File: config.mk
export PLATFORM = sky130hd
export DESIGN_NAME = fetch_stage
export DESIGN_NICKNAME = d
export VERILOG_FILES = /design/src/rtl/rv32i_pkg.sv /design/src/rtl/fetch_stage_if_id_reg.sv /design/src/rtl/fetch_stage.sv
export SDC_FILE = /design/constraint.sdc
export NUM_CORES = 1
export LEC_CHECK = 0
export BUFFER_PORTS_ARGS = -buffer_cell sky130_fd_sc_hd__buf_2
export CAP_MARGIN = 15
export CELL_PAD_IN_SITES_DETAIL_PLACEMENT = 1
export CELL_PAD_IN_SITES_GLOBAL_PLACEMENT = 1
export CORE_UTILIZATION = 40
export CTS_CLUSTER_DIAMETER = 80
export DETAILED_ROUTE_END_ITERATION = 7
export MAX_ROUTING_LAYER = met4
export PLACE_DENSITY_LB_ADDON = 0.1
export SETUP_SLACK_MARGIN = 0.2
export SLEW_MARGIN = 10
export SYNTH_ARGS = -nofsm -noshare
export SYNTH_HDL_FRONTEND = slang
export SYNTH_SLANG_ARGS = --single-unit
File: constraint.sdc
create_clock -name clk -period 10.6 [get_ports clk]
set_input_delay 0.53 -clock clk [delete_from_list [all_inputs] [get_ports clk]]
set_output_delay 0.53 -clock clk [all_outputs]
set_load 0.005 [all_outputs]
File: src/rtl/rv32i_pkg.sv
// Shared RV32I definitions used by the fetch stage: datapath width, bubble
// encoding, fetch FSM state encoding and small PC arithmetic helpers.
package rv32i_pkg;

   localparam int XLEN = 32;

   // addi x0, x0, 0 -- architectural no-op used as the pipeline bubble
   localparam logic [XLEN-1:0] NOP_INSTR = 32'h0000_0013;

   // FETCH : request outstanding at PCF
   // HOLD  : fetched word parked in the skid buffer while decode is stalled
   // DRAIN : redirect arrived before ack; wait out the stale request
   typedef enum logic [1:0] {
      FETCH = 2'b00,
      HOLD  = 2'b01,
      DRAIN = 2'b10
   } fetch_state_e;

   // Redirect targets are forced onto a word boundary; no misalign trap here.
   function automatic logic [XLEN-1:0] align_word(input logic [XLEN-1:0] addr);
      return {addr[XLEN-1:2], 2'b00};
   endfunction

   // Sequential PC increment; wraps silently at the top of the address space.
   function automatic logic [XLEN-1:0] pc_plus4(input logic [XLEN-1:0] pc);
      return pc + 32'd4;
   endfunction

endpackage

File: src/rtl/fetch_stage_if_id_reg.sv
// IF/ID pipeline register. Priority: flush (bubble) > stall (hold) > load.
// A flush replaces only the instruction and valid bit; the PC fields keep
// their previous contents so downstream debug views stay meaningful.
module if_id_reg
   import rv32i_pkg::*;
#(
   parameter logic [XLEN-1:0] NOP_WORD = NOP_INSTR
) (
   input  logic            clk,
   input  logic            rst,
   input  logic            flush_i,
   input  logic            stall_i,
   input  logic            load_i,
   input  logic [XLEN-1:0] instr_i,
   input  logic [XLEN-1:0] pc_i,
   input  logic [XLEN-1:0] pc_plus4_i,
   output logic [XLEN-1:0] instr_o,
   output logic [XLEN-1:0] pc_o,
   output logic [XLEN-1:0] pc_plus4_o,
   output logic            valid_o
);

   logic [XLEN-1:0] instr_q;
   logic [XLEN-1:0] pc_q;
   logic [XLEN-1:0] pc_plus4_q;
   logic            valid_q;

   // IF/ID state update with flush > stall > load priority, async reset to bubble
   always_ff @(posedge clk or posedge rst) begin
      if (rst) begin
         instr_q    <= NOP_WORD;
         pc_q       <= 32'h0000_0000;
         pc_plus4_q <= 32'h0000_0000;
         valid_q    <= 1'b0;
      end else if (flush_i) begin
         instr_q    <= NOP_WORD;
         valid_q    <= 1'b0;
      end else if (stall_i) begin
         instr_q    <= instr_q;
         valid_q    <= valid_q;
      end else if (load_i) begin
         instr_q    <= instr_i;
         pc_q       <= pc_i;
         pc_plus4_q <= pc_plus4_i;
         valid_q    <= 1'b1;
      end else begin
         instr_q    <= instr_q;
         valid_q    <= valid_q;
      end
   end

   assign instr_o    = instr_q;
   assign pc_o       = pc_q;
   assign pc_plus4_o = pc_plus4_q;
   assign valid_o    = valid_q;

endmodule

File: src/rtl/fetch_stage.sv
// RV32I instruction fetch stage. Owns PCF, keeps at most one imem request
// in flight, parks a fetched word in a skid buffer while decode stalls, and
// drains a stale request before honouring an early redirect from EX.
module fetch_stage
   import rv32i_pkg::*;
#(
   parameter logic [XLEN-1:0] RESET_VECTOR = 32'h0000_0000,
   parameter logic [XLEN-1:0] NOP_WORD     = NOP_INSTR
) (
   input  logic            clk,
   input  logic            rst,
   input  logic            stall_d_i,
   input  logic            flush_d_i,
   input  logic            pc_src_e_i,
   input  logic [XLEN-1:0] pc_target_e_i,
   output logic            imem_req_o,
   output logic [XLEN-1:0] imem_addr_o,
   input  logic            imem_ack_i,
   input  logic [XLEN-1:0] imem_rdata_i,
   output logic [XLEN-1:0] instr_d_o,
   output logic [XLEN-1:0] pc_d_o,
   output logic [XLEN-1:0] pc_plus4_d_o,
   output logic            valid_d_o
);

   fetch_state_e    state_q;
   logic [XLEN-1:0] pcf_q;
   logic [XLEN-1:0] redir_pc_q;
   logic [XLEN-1:0] skid_instr_q;
   logic [XLEN-1:0] skid_pc_q;

   logic [XLEN-1:0] target_aligned_s;

   logic            ifid_load_d;
   logic [XLEN-1:0] ifid_instr_d;
   logic [XLEN-1:0] ifid_pc_d;
   logic [XLEN-1:0] ifid_pc_plus4_d;

   assign target_aligned_s = align_word(pc_target_e_i);

   // Request is a pure function of state; suppressed while reset is held
   always_comb begin
      imem_req_o = 1'b0;
      if (rst) begin
         imem_req_o = 1'b0;
      end else begin
         case (state_q)
            FETCH:   imem_req_o = 1'b1;
            DRAIN:   imem_req_o = 1'b1;
            HOLD:    imem_req_o = 1'b0;
            default: imem_req_o = 1'b0;
         endcase
      end
   end

   // PCF is only updated on ack or from HOLD, so in DRAIN it still holds the
   // address of the stale request and the address stays stable until ack
   always_comb begin
      imem_addr_o = pcf_q;
   end

   // Select what (if anything) the IF/ID register loads this cycle
   always_comb begin
      ifid_load_d  = 1'b0;
      ifid_instr_d = skid_instr_q;
      ifid_pc_d    = skid_pc_q;
      case (state_q)
         FETCH: begin
            if (imem_ack_i && !pc_src_e_i && !stall_d_i) begin
               ifid_load_d  = 1'b1;
               ifid_instr_d = imem_rdata_i;
               ifid_pc_d    = pcf_q;
            end else begin
               ifid_load_d  = 1'b0;
            end
         end
         HOLD: begin
            if (!pc_src_e_i && !stall_d_i) begin
               ifid_load_d  = 1'b1;
            end else begin
               ifid_load_d  = 1'b0;
            end
         end
         DRAIN: begin
            ifid_load_d = 1'b0;
         end
         default: begin
            ifid_load_d = 1'b0;
         end
      endcase
      ifid_pc_plus4_d = pc_plus4(ifid_pc_d);
   end

   // Fetch FSM together with PCF, redirect latch and skid buffer
   always_ff @(posedge clk or posedge rst) begin
      if (rst) begin
         state_q      <= FETCH;
         pcf_q        <= RESET_VECTOR;
         redir_pc_q   <= RESET_VECTOR;
         skid_instr_q <= NOP_WORD;
         skid_pc_q    <= RESET_VECTOR;
      end else begin
         case (state_q)
            FETCH: begin
               if (imem_ack_i && pc_src_e_i) begin
                  // returned word is on the wrong path: drop it
                  pcf_q   <= target_aligned_s;
                  state_q <= FETCH;
               end else if (imem_ack_i && !stall_d_i) begin
                  pcf_q   <= pc_plus4(pcf_q);
                  state_q <= FETCH;
               end else if (imem_ack_i) begin
                  // decode is stalled: park the word, PCF stays on it
                  skid_instr_q <= imem_rdata_i;
                  skid_pc_q    <= pcf_q;
                  state_q      <= HOLD;
               end else if (pc_src_e_i) begin
                  // request cannot be withdrawn; remember where to go next
                  redir_pc_q <= target_aligned_s;
                  state_q    <= DRAIN;
               end else begin
                  state_q <= FETCH;
               end
            end
            DRAIN: begin
               if (imem_ack_i) begin
                  // a redirect arriving with the ack is the newest one
                  if (pc_src_e_i) begin
                     pcf_q <= target_aligned_s;
                  end else begin
                     pcf_q <= redir_pc_q;
                  end
                  state_q <= FETCH;
               end else if (pc_src_e_i) begin
                  redir_pc_q <= target_aligned_s;
                  state_q    <= DRAIN;
               end else begin
                  state_q <= DRAIN;
               end
            end
            HOLD: begin
               if (pc_src_e_i) begin
                  pcf_q   <= target_aligned_s;
                  state_q <= FETCH;
               end else if (!stall_d_i) begin
                  pcf_q   <= pc_plus4(pcf_q);
                  state_q <= FETCH;
               end else begin
                  state_q <= HOLD;
               end
            end
            default: begin
               state_q <= FETCH;
               pcf_q   <= RESET_VECTOR;
            end
         endcase
      end
   end

   if_id_reg #(
      .NOP_WORD (NOP_WORD)
   ) u_if_id_reg (
      .clk        (clk),
      .rst        (rst),
      .flush_i    (flush_d_i),
      .stall_i    (stall_d_i),
      .load_i     (ifid_load_d),
      .instr_i    (ifid_instr_d),
      .pc_i       (ifid_pc_d),
      .pc_plus4_i (ifid_pc_plus4_d),
      .instr_o    (instr_d_o),
      .pc_o       (pc_d_o),
      .pc_plus4_o (pc_plus4_d_o),
      .valid_o    (valid_d_o)
   );

endmodule

==> results.md <==
- P_leak: 6.10 nW
- R2R setup slack: slightly above 6000 ps
- CTS resizes: 0
- Ys flop type: dfrtp_1
- Min-delay worst type: in -> async
- Final HPWL DP: 24.3 mm
- ANT nets after route: 0
- Reg clk slew, reported paths: approximately 60 ps
- Max-slew headroom: 24.7%
- Clock buffer depth: 3
- Total die area: 29400 um^2
- TritonCTS Buffers: 27
- Drt pass-1 iters: 5
- Num ports: 200
- Worst-Skew Late Latency: 540 ps
- Hold-fix buffers, CTS: 0
- Tcrit/Tclk final: 42.7%
- Cell Pwr Density: 210 nW/um^2
- CTS tree: built
- Commonest non-fill, non-tap cell in the layout: dfrtp_1
- Area Overhead vs Synth: 18.0%
- Max cap viols: 0
- Finished Core Util: 48.4%
- Die height: 171 um
- Core area: 28000 um^2
- Reg2reg end: u_if_id_reg.pc_plus4_o[24]
- Antenna violations before repair: 0
- Gr ovfl total: 0
- Row cnt: 61
- DRC Markers: 0
- Placer's final routability congestion estimate: between 0.8 and 0.9
- Final nets: 1385
- Max Slew Vio Count: 0
- Cell mode on critical path: nand2_1
- Cells after synthesis: between 1000 and 1500
- Drt total wl: 35.8 mm
- Crit-path max cell delay: between 700 and 800 ps
- Root buf cell: clkbuf_16
- Cell area after synthesis: 11500 um^2
- Worst EP required: about 11000 ps
- Setup CP Type: reg -> reg
- Final hold viol count: 0
- Syn avg cell area: 9.78 um^2
- Final hold slack: 110 ps
- Global-route wire length before repair: between 50 and 60 mm
- Post-CTS Setup Bufs: 0
- Sinks on Clock Net: roughly 230
- 1st-iter DRT viols: 664
- CP Capture Type: flop
- Die width: 171 um
- Slew @ Worst Pin: 1130 ps
- Sequential area share after synthesis: 49.1%
- CP max stage cell: or4b_1
- Total of warnings raised by yosys: 0
- Setup TNS Final: 0 ps
- CP Launch Type: flop
- Fin Clk Skew: 13.4 ps
- GR Util All Layers: between 20% and 30%
- Setup violators final: 0
- Post-synthesis cell type count: 68
- Status: complete, no violations
- Number of flops mapped to enable cells by yosys: 0
- Worst-path cell chain: or4b_1, nor2_4, nand2_1, nand2_1, ha_1, inv_1, or4_1, nor4_2, o2111ai_1, xnor2_1, o21ai_0
- Input/output buffers: 197
- Yosys reg bits: 225
- H-tree lvl count: 1
- Layout cells sized above 1: 28.3%
- Worst r2r src: state_q[0]
- Crit path DAT: 4900 ps
- FMAX: 221 MHz
- Peak VDD IR: 112 uV
- Routed via count: just under 10000
- RSZ-0062 raised after global routing: false
- CP Max Fanout: 23
- Vias per cell: between 5 and 6
- Initial Utilization: between 40 and 50%
- Mapped Nets: 1246
- Largest net degree at the start of global routing: 100
- Most frequent cells in the layout: 219 x dfrtp_1, 197 x buf_2, 196 x nand2_1
- Async set-reset flop share out of synthesis: between 90% and 100%
- Wire per inst: 20.9 um
- Worst Reg-to-Reg Cells: 11
- Final min period: 4530 ps
- Vias in the first global route: 9611
power breakdown:
group	switching [W]	total [W]	internal (W)	leakage, nW
logic	0.000338	0.000636	0.000298	2.82
clock network	0.000381	0.000931	0.000550	0.439
registers	0.000214	0.00128	0.00107	2.85
total	0.000933	0.00285	0.00191	6.10
metal layers:
metal	GRT usage (%)	wire length, um
met5	-	0
met4	5.20	631
met3	3.59	1720
met2	36.9	15700
met1	37.8	17700
cells in the mapped netlist (3+ instances only):
cell type / instances / area (um^2)
dfrtp_1: 219 / 5480
nand2_1: 196 / 736
mux2_2: 98 / 1100
o21ai_0: 92 / 460
nor2_1: 84 / 315
clkbuf_1: 63 / 236
a21oi_1: 30 / 150
a311oi_1: 29 / 254
mux2i_1: 27 / 270
nand4_1: 25 / 156
xnor2_1: 25 / 219
nand3_1: 24 / 120
nor3_1: 20 / 100
buf_2: 17 / 85.1
a31oi_1: 16 / 100
xor2_1: 15 / 131
a22oi_1: 14 / 105
and3_1: 12 / 75.1
buf_1: 12 / 45.0
inv_1: 12 / 45.0
nor4_1: 11 / 68.8
o211ai_1: 10 / 75.1
a22o_1: 9 / 78.8
a221oi_1: 7 / 61.3
a222oi_1: 7 / 70.1
a211o_1: 6 / 52.6
dfstp_2: 6 / 158
nor2b_1: 6 / 37.5
o21a_1: 6 / 45.0
or3_1: 5 / 31.3
and4_1: 4 / 35.0
buf_4: 4 / 30.0
nand2b_1: 4 / 25.0
o221ai_1: 4 / 35.0
o22ai_1: 4 / 25.0
a21o_1: 3 / 22.5
a32oi_1: 3 / 26.3
buf_6: 3 / 33.8
o2111ai_1: 3 / 26.3
o31ai_1: 3 / 22.5
how the worst max path moves through the flow:
| stage | startpoint | to | slack [ps] | cells after the start |
|---|---|---|---|---|
| floorplan | rst | imem_addr_o[0] | 3920 | 1 |
| global placement | pc_src_e_i | u_if_id_reg.pc_plus4_o[28] | 5920 | 12 |
| detailed placement | pc_src_e_i | u_if_id_reg.pc_plus4_o[24] | 5860 | 12 |
| CTS | state_q[0] | u_if_id_reg.pc_plus4_o[24] | 6050 | 11 |
| global route | state_q[0] | u_if_id_reg.pc_plus4_o[24] | 5740 | 11 |
| finish | state_q[0] | u_if_id_reg.pc_plus4_o[24] | 6070 | 11 |
critical path, delay by kind of cell (launching register included):
kind                     cells  cell delay [ps]
XOR/XNOR                     1              170
flip-flops                   1              660
AO/OA/AOI/OAI                2              290
adder cells (fa/ha/maj)      1              340
buffers and inverters        1              160
AND/OR/NAND/NOR              6             2700
final cells by class:
class | instances | area [um^2]
antenna | 1 | 2.50
clock buffer | 37 | 763
clock inverter | 12 | 116
fill | 3192 | 14500
inverter | 13 | 56.3
multi-input combinational | 837 | 5420
sequential | 225 | 5640
tap | 378 | 473
timing repair buffer | 209 | 1080
sequential cells by signal, indices dropped and copies added (netlist names):
signal,cells
u_if_id_reg.pc_o,30
u_if_id_reg.pc_plus4_o,32
u_if_id_reg.instr_o,32
skid_pc_q,32
u_if_id_reg.valid_o,1
redir_pc_q,32
skid_instr_q,32
state_q,2
imem_addr_o,32
through the flow:
| step | worst slack (ps) | area (um^2) | power [W] | instances |
|---|---|---|---|---|
| 2_1_floorplan | 3920 | 11500 | 0.00163 | 1174 |
| 3_3_place_gp | 5920 | 12700 | 0.00190 | 1662 |
| 3_5_place_dp | 5860 | 12700 | 0.00193 | 1662 |
| 4_1_cts | 6050 | 13500 | 0.00287 | 1711 |
| 5_1_grt | 5740 | 13500 | 0.00302 | 1711 |
| 6_report | 6070 | 13500 | 0.00285 | 1712 |
kinds of logic (layout without fill, tap and decap cells):
kind of cell               after synthesis  after routing  share of synthesized area [%]
xor gates and xnor gates                40             40                           3.05
AOI/OAI and AO/OA                      260            260                           15.1
other                                    0              1                              0
adders and majority gates                2              2                          0.218
muxes                                  125            125                           12.0
buffers and inverters                  112            271                           4.17
and+or+nand+nor                        410            410                           16.4
DFF                                    225            225                           49.1
(Power assumes the default switching activity.)
